[src/rtl/ping_pong_input_buffer.sv]
// ping_pong_input_buffer
// Two-bank sample buffer: the source fills one bank while the consumer
// drains the other. A bank is only presented downstream once it holds a
// complete frame of DEPTH samples. buffer_toggle names the bank being
// drained so the consumer can see frame boundaries.
module ping_pong_input_buffer #(
    parameter int DEPTH  = 8,
    parameter int DATA_W = 8
) (
    input  logic              clk,
    input  logic              reset,
    input  logic [DATA_W-1:0] in_data,
    input  logic              in_valid,
    output logic              in_ready,
    output logic [DATA_W-1:0] data_input,
    output logic              data_valid,
    input  logic              data_ack,
    output logic              buffer_toggle,
    output logic [7:0]        overflow_count
);

    localparam int IDX_W = (DEPTH > 1) ? $clog2(DEPTH) : 1;
    localparam logic [IDX_W-1:0] LAST_IDX = IDX_W'(DEPTH - 1);
    localparam logic [7:0] OVF_MAX = 8'hFF;

    // Sample storage: two banks of DEPTH registers.
    logic [DATA_W-1:0] mem [2][DEPTH];

    // Per-bank "holds a complete, not yet fully drained frame" flags.
    logic [1:0] full;

    // Write side.
    logic             wr_bank;
    logic [IDX_W-1:0] wr_idx;

    // Read side; rd_bank is exported as buffer_toggle.
    logic             rd_bank;
    logic [IDX_W-1:0] rd_idx;

    // Handshake decode.
    logic wr_accept;
    logic wr_reject;
    logic wr_last;
    logic rd_accept;
    logic rd_last;

    // Per-bank set/clear requests for the full flags.
    logic [1:0] full_set;
    logic [1:0] full_clr;

    assign in_ready   = ~full[wr_bank];
    assign data_valid = full[rd_bank];
    assign data_input = mem[rd_bank][rd_idx];

    assign buffer_toggle = rd_bank;

    assign wr_accept = in_valid & in_ready;
    assign wr_reject = in_valid & ~in_ready;
    assign wr_last   = (wr_idx == LAST_IDX);
    assign rd_accept = data_valid & data_ack;
    assign rd_last   = (rd_idx == LAST_IDX);

    // A bank becomes full on its DEPTH-th write and empties on its DEPTH-th
    // ack. Because a full bank is never written and an unfull bank is never
    // read, a set and a clear in the same cycle always hit different banks.
    always_comb begin
        full_set = 2'b00;
        full_clr = 2'b00;
        for (int b = 0; b < 2; b++) begin
            if (wr_accept && wr_last && (wr_bank == b[0])) begin
                full_set[b] = 1'b1;
            end
            if (rd_accept && rd_last && (rd_bank == b[0])) begin
                full_clr[b] = 1'b1;
            end
        end
    end

    // Bank full flags.
    always_ff @(posedge clk or posedge reset) begin
        if (reset) begin
            full <= 2'b00;
        end else begin
            full <= (full | full_set) & ~full_clr;
        end
    end

    // Sample registers: cleared on reset so a discarded frame never leaks out.
    always_ff @(posedge clk or posedge reset) begin
        if (reset) begin
            for (int b = 0; b < 2; b++) begin
                for (int e = 0; e < DEPTH; e++) begin
                    mem[b][e] <= '0;
                end
            end
        end else if (wr_accept) begin
            mem[wr_bank][wr_idx] <= in_data;
        end
    end

    // Write pointer: walk the bank, then hop to the other bank at frame end.
    always_ff @(posedge clk or posedge reset) begin
        if (reset) begin
            wr_bank <= 1'b0;
            wr_idx  <= '0;
        end else if (wr_accept) begin
            if (wr_last) begin
                wr_bank <= ~wr_bank;
                wr_idx  <= '0;
            end else begin
                wr_idx <= wr_idx + 1'b1;
            end
        end
    end

    // Read pointer: acks while nothing is valid are ignored.
    always_ff @(posedge clk or posedge reset) begin
        if (reset) begin
            rd_bank <= 1'b0;
            rd_idx  <= '0;
        end else if (rd_accept) begin
            if (rd_last) begin
                rd_bank <= ~rd_bank;
                rd_idx  <= '0;
            end else begin
                rd_idx <= rd_idx + 1'b1;
            end
        end
    end

    // Saturating count of cycles where a sample was offered but refused.
    always_ff @(posedge clk or posedge reset) begin
        if (reset) begin
            overflow_count <= 8'h00;
        end else if (wr_reject && (overflow_count != OVF_MAX)) begin
            overflow_count <= overflow_count + 8'h01;
        end
    end

endmodule

[config.mk]
export PLATFORM = sky130hd
export DESIGN_NAME = ping_pong_input_buffer
export DESIGN_NICKNAME = d
export VERILOG_FILES = /design/src/rtl/ping_pong_input_buffer.sv
export SDC_FILE = /design/constraint.sdc
export NUM_CORES = 1
export LEC_CHECK = 0
export ABC_AREA = 1
export CORE_MARGIN = 5
export CORE_UTILIZATION = 30
export CTS_BUF_LIST = sky130_fd_sc_hd__clkbuf_8
export DETAILED_ROUTE_END_ITERATION = 6
export SLEW_MARGIN = 20
export SYNTH_ARGS = -nofsm -noshare
export SYNTH_HDL_FRONTEND = slang
export SYNTH_SLANG_ARGS = --single-unit
[constraint.sdc]
create_clock -name clk -period 5.5 [get_ports clk]
set_input_delay 0.825 -clock clk [delete_from_list [all_inputs] [get_ports clk]]
set_output_delay 0.825 -clock clk [all_outputs]
set_load 0.05 [all_outputs]
After elaboration in Yosys (flattened, before gate mapping)
Index checks and enable logic that the tools add are counted.

cells by class
  multiplexer cells = 21
  $lt $le $gt $ge = 8
  equal/unequal tests = 3
  add/subtract/negate cells = 3
  bitwise operators = 13
  reductions and logical operators = 11

operator list
  operator                                                              count
  64-bit 2-to-1 mux                                                     4
  128-bit bitwise mux                                                   1
  64-bit demux with 1-bit select                                        1
  8-bit binary-select mux with 3-bit select                             1
  8-bit demux with 3-bit select                                         1
  8-bit 2-to-1 mux                                                      3
  1-bit logical AND                                                     9
  8-bit by 1-bit adder with 8-bit output, second input constant         1
  4-bit greater-or-equal comparator, second input constant              2
  1-bit 2-to-1 mux                                                      8
  8-bit inequality test, second input constant                          1
  3-bit NOT with 4-bit output                                           2
  3-bit by 1-bit adder with 3-bit output, second input constant         2
  3-bit equality test, second input constant                            2
  3-bit 2-to-1 mux                                                      2
  2-bit greater-or-equal comparator, second input constant              2
  1-bit by 2-bit < comparator with 1-bit output, second input constant  2
  4-bit by 1-bit < comparator with 1-bit output, second input constant  1
  1-bit NOT with 2-bit output                                           2
  2-bit AND reduction                                                   2
  1-bit AND                                                             3
  1-bit NOT                                                             3
  2-bit AND                                                             1
  2-bit by 1-bit < comparator with 1-bit output, second input constant  1
  2 further kinds                                                       2

word-level totals
  logic and storage cells = 81
  flip-flop bits (word level) = 146

Longest topological paths before layout
Gate-level depths: netlist of the first run.

  depth after elaboration = 9
  mapped depth = 9
  mapped depth without buffers = 8

Least setup slack after synthesis of the first run
OpenSTA, ideal clock, no wires.

  kind = register to register
  start point = register rd_bank, in the netlist buffer_toggle
  end point = register full[0]
  slack = 2.833 ns
  arrival = 2.554 ns
  cell stages (with the launch flop) = 7
  required time = 5.387 ns
  library setup time = 0.113 ns
  cells stage by stage = dfrtp_1 -> o21ai_0 -> nand2_1 -> nor2_1 -> nand2_1 -> nand2_1 -> inv_1

between the ends
  word-level cells in the longest chain between the ends = 8
  elaborated cells between the ends (all ways) = 9

RTL lines
  what                                                  RTL line  RTL
  start, declared                                       37        logic rd_bank;
  start signal, assigned                                123       rd_bank <= ~rd_bank;
  1-bit 2-to-1 mux (implied by the code) (2 in series)  52        assign data_valid = full[rd_bank];
  net data_valid                                        16        output logic data_valid,
  1-bit AND                                             60        assign rd_accept = data_valid & data_ack;
  1-bit logical AND (2 in series)                       73        if (rd_accept && rd_last && (rd_bank == b[0])) begin
  1-bit 2-to-1 mux                                      73
  2-bit NOT                                             84        full <= (full | full_set) & ~full_clr;
  2-bit AND                                             84
  end signal, assigned                                  84
  end, declared                                         30        logic [1:0] full;

The timed path passes the listed nets, and every way through them passes these cells. The select of a mux whose other input is x is not followed.
A chain may end at the register's enable or synchronous reset.

Worst setup path after layout of the first run
  start point = register rd_idx[0]
  end point = output data_input[3]

between the ends
  word-level cells in the longest chain between the ends = 4

RTL lines
  what                                                  RTL line  RTL
  start, declared                                       38        logic [IDX_W-1:0] rd_idx;
  start signal, assigned                                126       rd_idx <= rd_idx + 1'b1;
  3-bit NOT with 4-bit output (implied by the code)     53        assign data_input = mem[rd_bank][rd_idx];
  8-bit binary-select mux with 3-bit select             53
  8-bit 2-to-1 mux (implied by the code) (2 in series)  53
  end, declared                                         15        output logic [DATA_W-1:0] data_input,

Every way passes these cells. The select of a mux whose other input is x is not followed.

==> results.md, run 1 <==
- The length of the first detailed-routing pass in iterations is 5.
- The capturing element type of the critical path is an output pin.
- In this run the power density over the cells is about 590 nW/um2.
- The detailed router placed ~6000 vias in this run.
- The startpoint class of the critical path is a flop.
- The half-perimeter wire length after placement is 12.42 mm.
- The largest voltage drop on the vdd net is ~0.00022 V.
- After global routing the overflow that remains totals 0.
- At the end of routability-driven placement, the weighted congestion stood at 0.7875.
- The share of the core filled with cells in the final layout is 0.3401.
- The relative area change from synthesis to final layout is 12.60%.
- The classification of the worst-slack hold path is flop to flop.
- The share of the yosys chip area belonging to registers is 0.5018.
- The synthesized netlist cell count is between 900 and 1000.
- Traced cell by cell, the critical path runs through clkinv_1 -> buf_4 -> nor2_1 -> nand2_1 -> nand3_1 -> nand3_1 -> nand2_1 -> clkdlybuf4s50_1.
- Subtracting the final worst setup slack from the clock period gives around 4.2 ns.
- The overall power consumption is between 0.004 and 0.005 W.
- The post-synthesis area per instance is around 7.4 um2.
- The final routed wirelength across all metal layers is between 15 and 20 mm.
- The sum of buffers and inverters on the critical path is 3.
- The count of max-cap constraint violations is 0.
- The first routing iteration left slightly above 500 violations.
- Measured along the y axis, the die boundary spans roughly 170 um.
- The count of pins on the block boundary is 31.
- Setup repair after global routing left no endpoint under its margin.
- The kind of critical path is flop to output pin.
- The most used flip-flop cell after synthesis is sky130_fd_sc_hd__dfrtp_1.
- The kind of cell with the highest combined delay along the critical path is buffers and inverters.
- The worst register-to-register path ends at mem[45]$_DFFE_PP0P_.
- The finished layout holds between 1000 and 1500 standard cells, fillers aside.
- The repair_antennas step left the layout with diodes totalling 0.
- Yosys mapped a number of flops with a built-in enable equal to 0.
- The largest stage delay on the critical path is 0.82 ns.
- The worst hold path was traced through 2 stages.
- The starting density of the core is 0.3020.
- The max-slew violation count is 0.
- The final hold violation count is 0.
- The number of placed instances, taps included, is roughly 1300.
- The reported leakage power is between 3 and 4 nW.
- The proportion of synthesized flip-flops having asynchronous set or reset is 1.000.
- The total CTS buffers is 17.
- The number of synthesized register bits is approximately 150.
- The number of hold-repair buffers added at the cts stage is 0.
- The arrival time of data at the critical path endpoint is 3.36 ns.
- Once the clock tree was built, the setup fixing pass inserted 0 buffers.
- Counting the fill cells in the layout gives 2586.
- The worst-skew pair later-pin latency is roughly 0.44 ns.
- The clock transition at the register clock pins on the worst setup and hold paths after CTS is ~0.08 ns.
- The core outline area is 24110 um2.
- In this run the tightest slew margin relative to its limit is 0.3465.
- The remaining antenna violation count after routing is 0.
- Yosys printed 0 warnings.
- STA puts the critical path data required time at about 4.7 ns.
- In this run the most critical hold path is launched from mem[90]$_DFFE_PP0P_.
- The worst min-delay path endpoint is mem[90]$_DFFE_PP0P_.
- The number of gates resized after CTS was 0.
- The final period utilization is 0.7612.
- The top fanout value on the critical path is 29.
- The cell depth of the worst flop-to-flop path is 6.
- The post-synth net total is ~1000.
- The smallest hold slack is about 0.49 ns.
- The clock drives around 150 sinks.
- Using the TritonRoute via totals, the vias-per-cell ratio works out to about 4.6.
- The transition time of the tightest slew-check pin is 0.9742 ns.
- The fraction of final layout cells sized beyond drive strength 1 is 0.04728.
- The via count of the first global-routing pass is 5754.
- The first global-routing pass estimated roughly 31 mm of wire.
- The root buffer cell chosen for the clock tree is sky130_fd_sc_hd__clkbuf_8.
- The largest net degree at the start of global routing is 77.
- The setup slack of the worst register-to-register path is approximately 3 ns.
- The die outline area is 27480 um2.
- TritonCTS built the clock tree.
- The number of distinct library cells after synthesis is 25.
- After synthesis the cells add up to ~7300 um2.
- The number of antenna violations at the first check in global routing is 0.
- In the global route stage, overall resource usage came out at 0.1399.
- The per-cell routed wire length is about 14 um.
- In this run the horizontal extent of the chip is approximately 170 um.
- The startpoint identified for the worst register-to-register timing path is wr_bank$_DFFE_PP0N_.
- CTS built an H-tree with a depth of 4.
- The number of core rows is 57.
- Among all stages on the critical path, the largest delay is contributed by sky130_fd_sc_hd__clkdlybuf4s50_1.
- The number of DRC violations after detailed routing is 0.
- The maximum number of buffers from clock root to sink is 2.
- The net count of the finished layout is ~1000.
- Setup violations remaining at the end of the flow were counted as 0.
- Timing would allow up to roughly 240 MHz.
- The final worst clock skew is ~0.010 ns.
- The quantity of I/O buffers inserted on ports is 30.
- The sum of negative setup slack is 0 ns.
- The flow ran to the end, and the final reports show no timing, DRC or antenna violations.
-- metal layers --
layer | track usage | wire, um
met1 | 0.1897 | 9013
met2 | 0.2305 | 8834
met3 | 0.02357 | 667
met4 | 0.04268 | 349
met5 | 0 | 0
-- logic make-up after synthesis --
family,synth area share
AND/OR/NAND/NOR,0.2848
AO/OA/AOI/OAI,0.09881
XOR/XNOR,0.006016
buffers and inverters,0.1000
flip-flops,0.5018
adder cells (fa/ha/maj),0.008593
-- flip-flops by register name (all words and copies together), names as in the netlist --
signal / count
rd_idx: 3
overflow_count: 8
mem: 128
buffer_toggle: 1
wr_bank: 1
full: 2
wr_idx: 3
-- synth_stat cells, types with 3 or more instances --
library cell / instances / area share
sky130_fd_sc_hd__dfrtp_1: 146 / 0.50
sky130_fd_sc_hd__o21ai_1: 9 / 0.0062
sky130_fd_sc_hd__nor2_4: 4 / 0.0062
sky130_fd_sc_hd__inv_1: 129 / 0.067
sky130_fd_sc_hd__nand2_1: 349 / 0.18
sky130_fd_sc_hd__buf_1: 4 / 0.0021
sky130_fd_sc_hd__ha_1: 5 / 0.0086
sky130_fd_sc_hd__o21ai_0: 126 / 0.087
sky130_fd_sc_hd__buf_2: 12 / 0.0082
sky130_fd_sc_hd__clkbuf_1: 31 / 0.016
sky130_fd_sc_hd__a21oi_1: 4 / 0.0027
sky130_fd_sc_hd__nand3_1: 104 / 0.071
sky130_fd_sc_hd__xor2_1: 3 / 0.0036
sky130_fd_sc_hd__nor2_1: 35 / 0.018
sky130_fd_sc_hd__buf_4: 3 / 0.0031
-- placed cells by master (no fill, tap or decap), types with 5 or more instances in the layout --
| cell type | n |
|---|---|
| sky130_fd_sc_hd__nand2_1 | 349 |
| sky130_fd_sc_hd__dfrtp_1 | 145 |
| sky130_fd_sc_hd__inv_1 | 126 |
| sky130_fd_sc_hd__o21ai_0 | 126 |
| sky130_fd_sc_hd__nand3_1 | 104 |
| sky130_fd_sc_hd__nor2_1 | 35 |
| sky130_fd_sc_hd__clkdlybuf4s50_1 | 30 |
| sky130_fd_sc_hd__clkbuf_8 | 19 |
| sky130_fd_sc_hd__o21ai_1 | 9 |
| sky130_fd_sc_hd__buf_4 | 6 |
| sky130_fd_sc_hd__ha_1 | 5 |
-- worst max path at each step --
stage	from	to	slack (ns)	cells after the start
after floorplan	reset	buffer_toggle$_DFFE_PP0N_	0.75	1
after global placement	rd_idx[0]$_DFFE_PP0N_	data_input[3]	1.93	7
after detailed placement	rd_idx[1]$_DFFE_PP0N_	data_input[1]	1.84	5
after CTS	rd_idx[1]$_DFFE_PP0N_	data_input[1]	1.33	5
after global routing	rd_idx[0]$_DFFE_PP0N_	data_input[3]	1.0	8
final	rd_idx[0]$_DFFE_PP0N_	data_input[3]	1.31	8
-- power by group --
part / internal, W / switching, W
combinational: 0.000708 / 0.00150
sequential: 0.00148 / 0.000263
clock: 0.000463 / 0.000412
-- worst reg2reg max path, cell delays in order, from the launching register on --
cell,delay [ns]
sky130_fd_sc_hd__dfrtp_1,0.63
sky130_fd_sc_hd__inv_1,0.32
sky130_fd_sc_hd__nor2_1,0.16
sky130_fd_sc_hd__nor2_1,0.09
sky130_fd_sc_hd__nor2_4,0.38
sky130_fd_sc_hd__nand2_1,0.53
sky130_fd_sc_hd__o21ai_0,0.34
-- through the flow --
step | cell area (um2) | worst slack [ns]
after floorplan | 7281 | 0.7520
after global routing | 8198 | 0.9956
after CTS | 8198 | 1.334
after detailed placement | 7801 | 1.839
final | 8198 | 1.314
after global placement | 7801 | 1.931
-- final cells by class --
class / count / area [um2] / area share
clock buffers: 19 / 261.5 / 0.03190
inverters: 131 / 496.7 / 0.06059
multi-input cells: 653 / 2899 / 0.3536
repair buffers: 36 / 345.3 / 0.04212
well taps: 324 / 405.4 / 0.04945
clock inverters: 9 / 135.1 / 0.01648
flip-flops and latches: 146 / 3655 / 0.4458
(Power assumes the default switching activity.)
==> run 2, diff against run 1 <==
- clock period: 5.5 -> 3.75 ns (I/O delays scaled with it)
==> run 2 against run 1 <==
  * Global-route usage decreased by 0.38 points
  * Critical endpoint unchanged
  * Via count down 1.2%
  * Clock power is 68% higher
  * Largest cell class unchanged
==> results.md, run 2 (synthesized netlist as in run 1, its figures left out) <==
- The run finished with clean final reports.
- The global routing usage on met1 is 0.1763.
- The number of antenna violations at the first check in global routing is 0.
- The top fanout value on the critical path is 22.
- The core region is between 20000 and 25000 um2.
- Counting along the longest clock path gives a buffer depth of 2.
- The largest voltage drop on the vdd net is 0.0003631 V.
- The kind of critical path is flop to output pin.
- The final estimated routing congestion in global placement is around 0.8.
- The reported leakage power is between 4 and 5 nW.
- The top achievable clock speed is around 330 MHz.
- Using the TritonRoute via totals, the vias-per-cell ratio works out to 4.476.
- The worst-skew pair later-pin latency is roughly 0.45 ns.
- The total of endpoints with negative setup slack in the final report is 0.
- The classification of the worst-slack hold path is primary input to async pin.
- In this run the critical register-to-register path is captured at mem[109]$_DFFE_PP0P_.
- The HPWL after detailed placement is 12.33 mm.
- The number of core rows is 57.
- The final layout contains routed wiring with a total length of 18.11 mm.
- More flip-flops sit in one register than any other, and that register is mem.
- The startpoint identified for the worst register-to-register timing path is wr_bank$_DFFE_PP0N_.
- The total overflow left after global routing is 0.
- The layout has between 2000 and 3000 filler cells.
- For the pin with the worst max-slew slack, the measured transition is 0.7220 ns.
- The floorplan step set the die width to around 170 um.
- The violation count after the first detailed-routing iteration is between 300 and 400.
- The sum of negative setup slack is 0 ns.
- The busiest layer in global routing is met2.
- The die outline area is 27480 um2.
- The clock sink total is 146.
- The die height is between 150 and 200 um.
- The max-slew violation count was 0.
- The clock tree from TritonCTS is yes.
- The setup slack of the worst register-to-register path is 1.27 ns.
- The overall fraction of global-route tracks in use is 0.1361.
- For this run, global-route usage on met3 was measured as 0.02547.
- The number of hold-repair buffers added at the cts stage is 0.
- After routing the design area is about 8400 um2.
- The most common library cell in the layout ignoring fill and taps is sky130_fd_sc_hd__nand2_1.
- For met2 alone, demand over resource in global routing was 0.2296.
- The first global-routing pass estimated about 30 mm of wire.
- The repair_antennas step left the layout with diodes totalling 0.
- In this run, CTS created clock tree buffers numbering 17.
- The smallest clock period supported by the final layout is computed as 3.012 ns.
- The final net count is 1007.
- The initial utilization of the core area, before any placement, comes to 0.3020.
- The total number of vias is about 5900.
- The final hold violation count came to 0.
- Clock skew on the completed layout was measured at roughly 0.011 ns.
- Dividing the detail-routed wire length by the instance count gives between 10 and 15 um.
- The critical path ends at data_input[3].
- Of the cells placed in the final design, the portion with a size suffix greater than 1 is 0.06181.
- The cell sitting at the root of the clock tree is a sky130_fd_sc_hd__clkbuf_8.
- The placed standard-cell area is approximately 7900 um2.
- The largest registers in the layout are mem (128), overflow_count (8).
- Pin placement for this block handled 31 I/O pins.
- The final period utilization is 0.8033.
- The first detailed-routing pass took 5 iterations.
- Data on the critical path is required at its endpoint by 3.19 ns.
- In this run the tool buffered the top-level ports with 30 buffer cells.
- The most critical setup path has its startpoint at buffer_toggle$_DFFE_PP0N_.
- Once detail routing completed, the nets flagged for antenna violations numbered 0.
- In the layout the commonest cells are sky130_fd_sc_hd__nand2_1 (349), sky130_fd_sc_hd__dfrtp_1 (145), sky130_fd_sc_hd__inv_1 (128).
- The relative area change from synthesis to final layout is 16.03%.
- The via count of the first global-routing pass is ~5700.
- The power per standard cell area is between 800 and 900 nW/um2.
- The number of DRC violations after detailed routing is 0.
- The worst pin sits at a relative slew slack of 0.5187.
- The register with the most flip-flops in the layout has roughly 130 of them.
- The largest net degree at the start of global routing is between 60 and 70.
- The smallest hold slack is between 0.4 and 0.5 ns.
- The clock transition at the register clock pins on the worst setup and hold paths after CTS is approximately 0.080 ns.
- STA classifies the critical path endpoint as an output pin.
- The startpoint class of the critical path is a flop.
- Setup repair after global routing left no endpoint under its margin.
- The number of cells on the worst reg-to-reg path is 6.
- The number of gates resized after CTS was 0.
- The count of max-cap constraint violations is 0.
- At the worst endpoint, the arrival time is between 2 and 2.5 ns.
- The number of buffers inserted to repair setup after CTS is 0.
- The clock tree synthesis step divided the H-tree into 4 levels.
## run 2: changes by cell type in the layout (fill, tap and decap cells not counted), moves of 2 or more
cell	delta
sky130_fd_sc_hd__inv_1	+2
sky130_fd_sc_hd__clkbuf_8	+3
sky130_fd_sc_hd__clkdlybuf4s50_1	-8
sky130_fd_sc_hd__clkinv_2	+2
sky130_fd_sc_hd__bufinv_16	+2
sky130_fd_sc_hd__buf_12	+12
sky130_fd_sc_hd__clkinvlp_4	-2
## run 2: area by class of cell
class	count	area (um2)	share of cell area
inverters	131	495.5	0.05865
multi-input cells	653	2899	0.3432
flip-flops and latches	146	3655	0.4326
well taps	324	405.4	0.04799
clock buffers	22	302.8	0.03584
repair buffers	41	513.0	0.06072
clock inverters	10	177.7	0.02103
## run 2: stage by stage
step,std cells,util,setup WS [ns],power (W)
3_5_place_dp,1294,0.3297,1.198,0.006091
4_1_cts,1326,0.3496,0.7007,0.007584
3_3_place_gp,1294,0.3297,1.227,0.006050
6_report,1327,0.3505,0.7378,0.007507
2_1_floorplan,982,-,1.083,0.004907
5_1_grt,1327,0.3505,0.5297,0.008124
## run 2: worst min path at each step
stage               cells after the start              endpoint  slack [ns]                start
floorplan                               2   mem[33]$_DFFE_PP0P_        0.45  mem[33]$_DFFE_PP0P_
global placement                        2   mem[38]$_DFFE_PP0P_        0.47  mem[38]$_DFFE_PP0P_
detailed placement                      2   mem[68]$_DFFE_PP0P_        0.47  mem[68]$_DFFE_PP0P_
CTS                                     2   mem[68]$_DFFE_PP0P_        0.49  mem[68]$_DFFE_PP0P_
global route                            2  mem[122]$_DFFE_PP0P_        0.46                reset
finish                                  2  mem[122]$_DFFE_PP0P_        0.46                reset
## run 2: worst max-delay path, cell delays in order (launching register included)
cell and delay, ns:
sky130_fd_sc_hd__dfrtp_2 0.46, sky130_fd_sc_hd__clkinv_1 0.43, sky130_fd_sc_hd__buf_4 0.39, sky130_fd_sc_hd__nand2_1 0.09, sky130_fd_sc_hd__nand3_1 0.07, sky130_fd_sc_hd__nand3_1 0.10, sky130_fd_sc_hd__nand3_1 0.10, sky130_fd_sc_hd__nand2_1 0.19
sky130_fd_sc_hd__buf_12 0.16
## run 2: routing by layer
layer	part of all wire	up-vias
met5	0	-
met4	0.020	0
met3	0.024	22
met2	0.49	88
met1	0.46	2767
li1	-	3063
## run 2: power by group
part | total (W) | internal (W) | switching, W
clock network | 0.00147 | 0.000877 | 0.000593
registers | 0.00254 | 0.00217 | 0.000362
logic | 0.00350 | 0.00125 | 0.00225
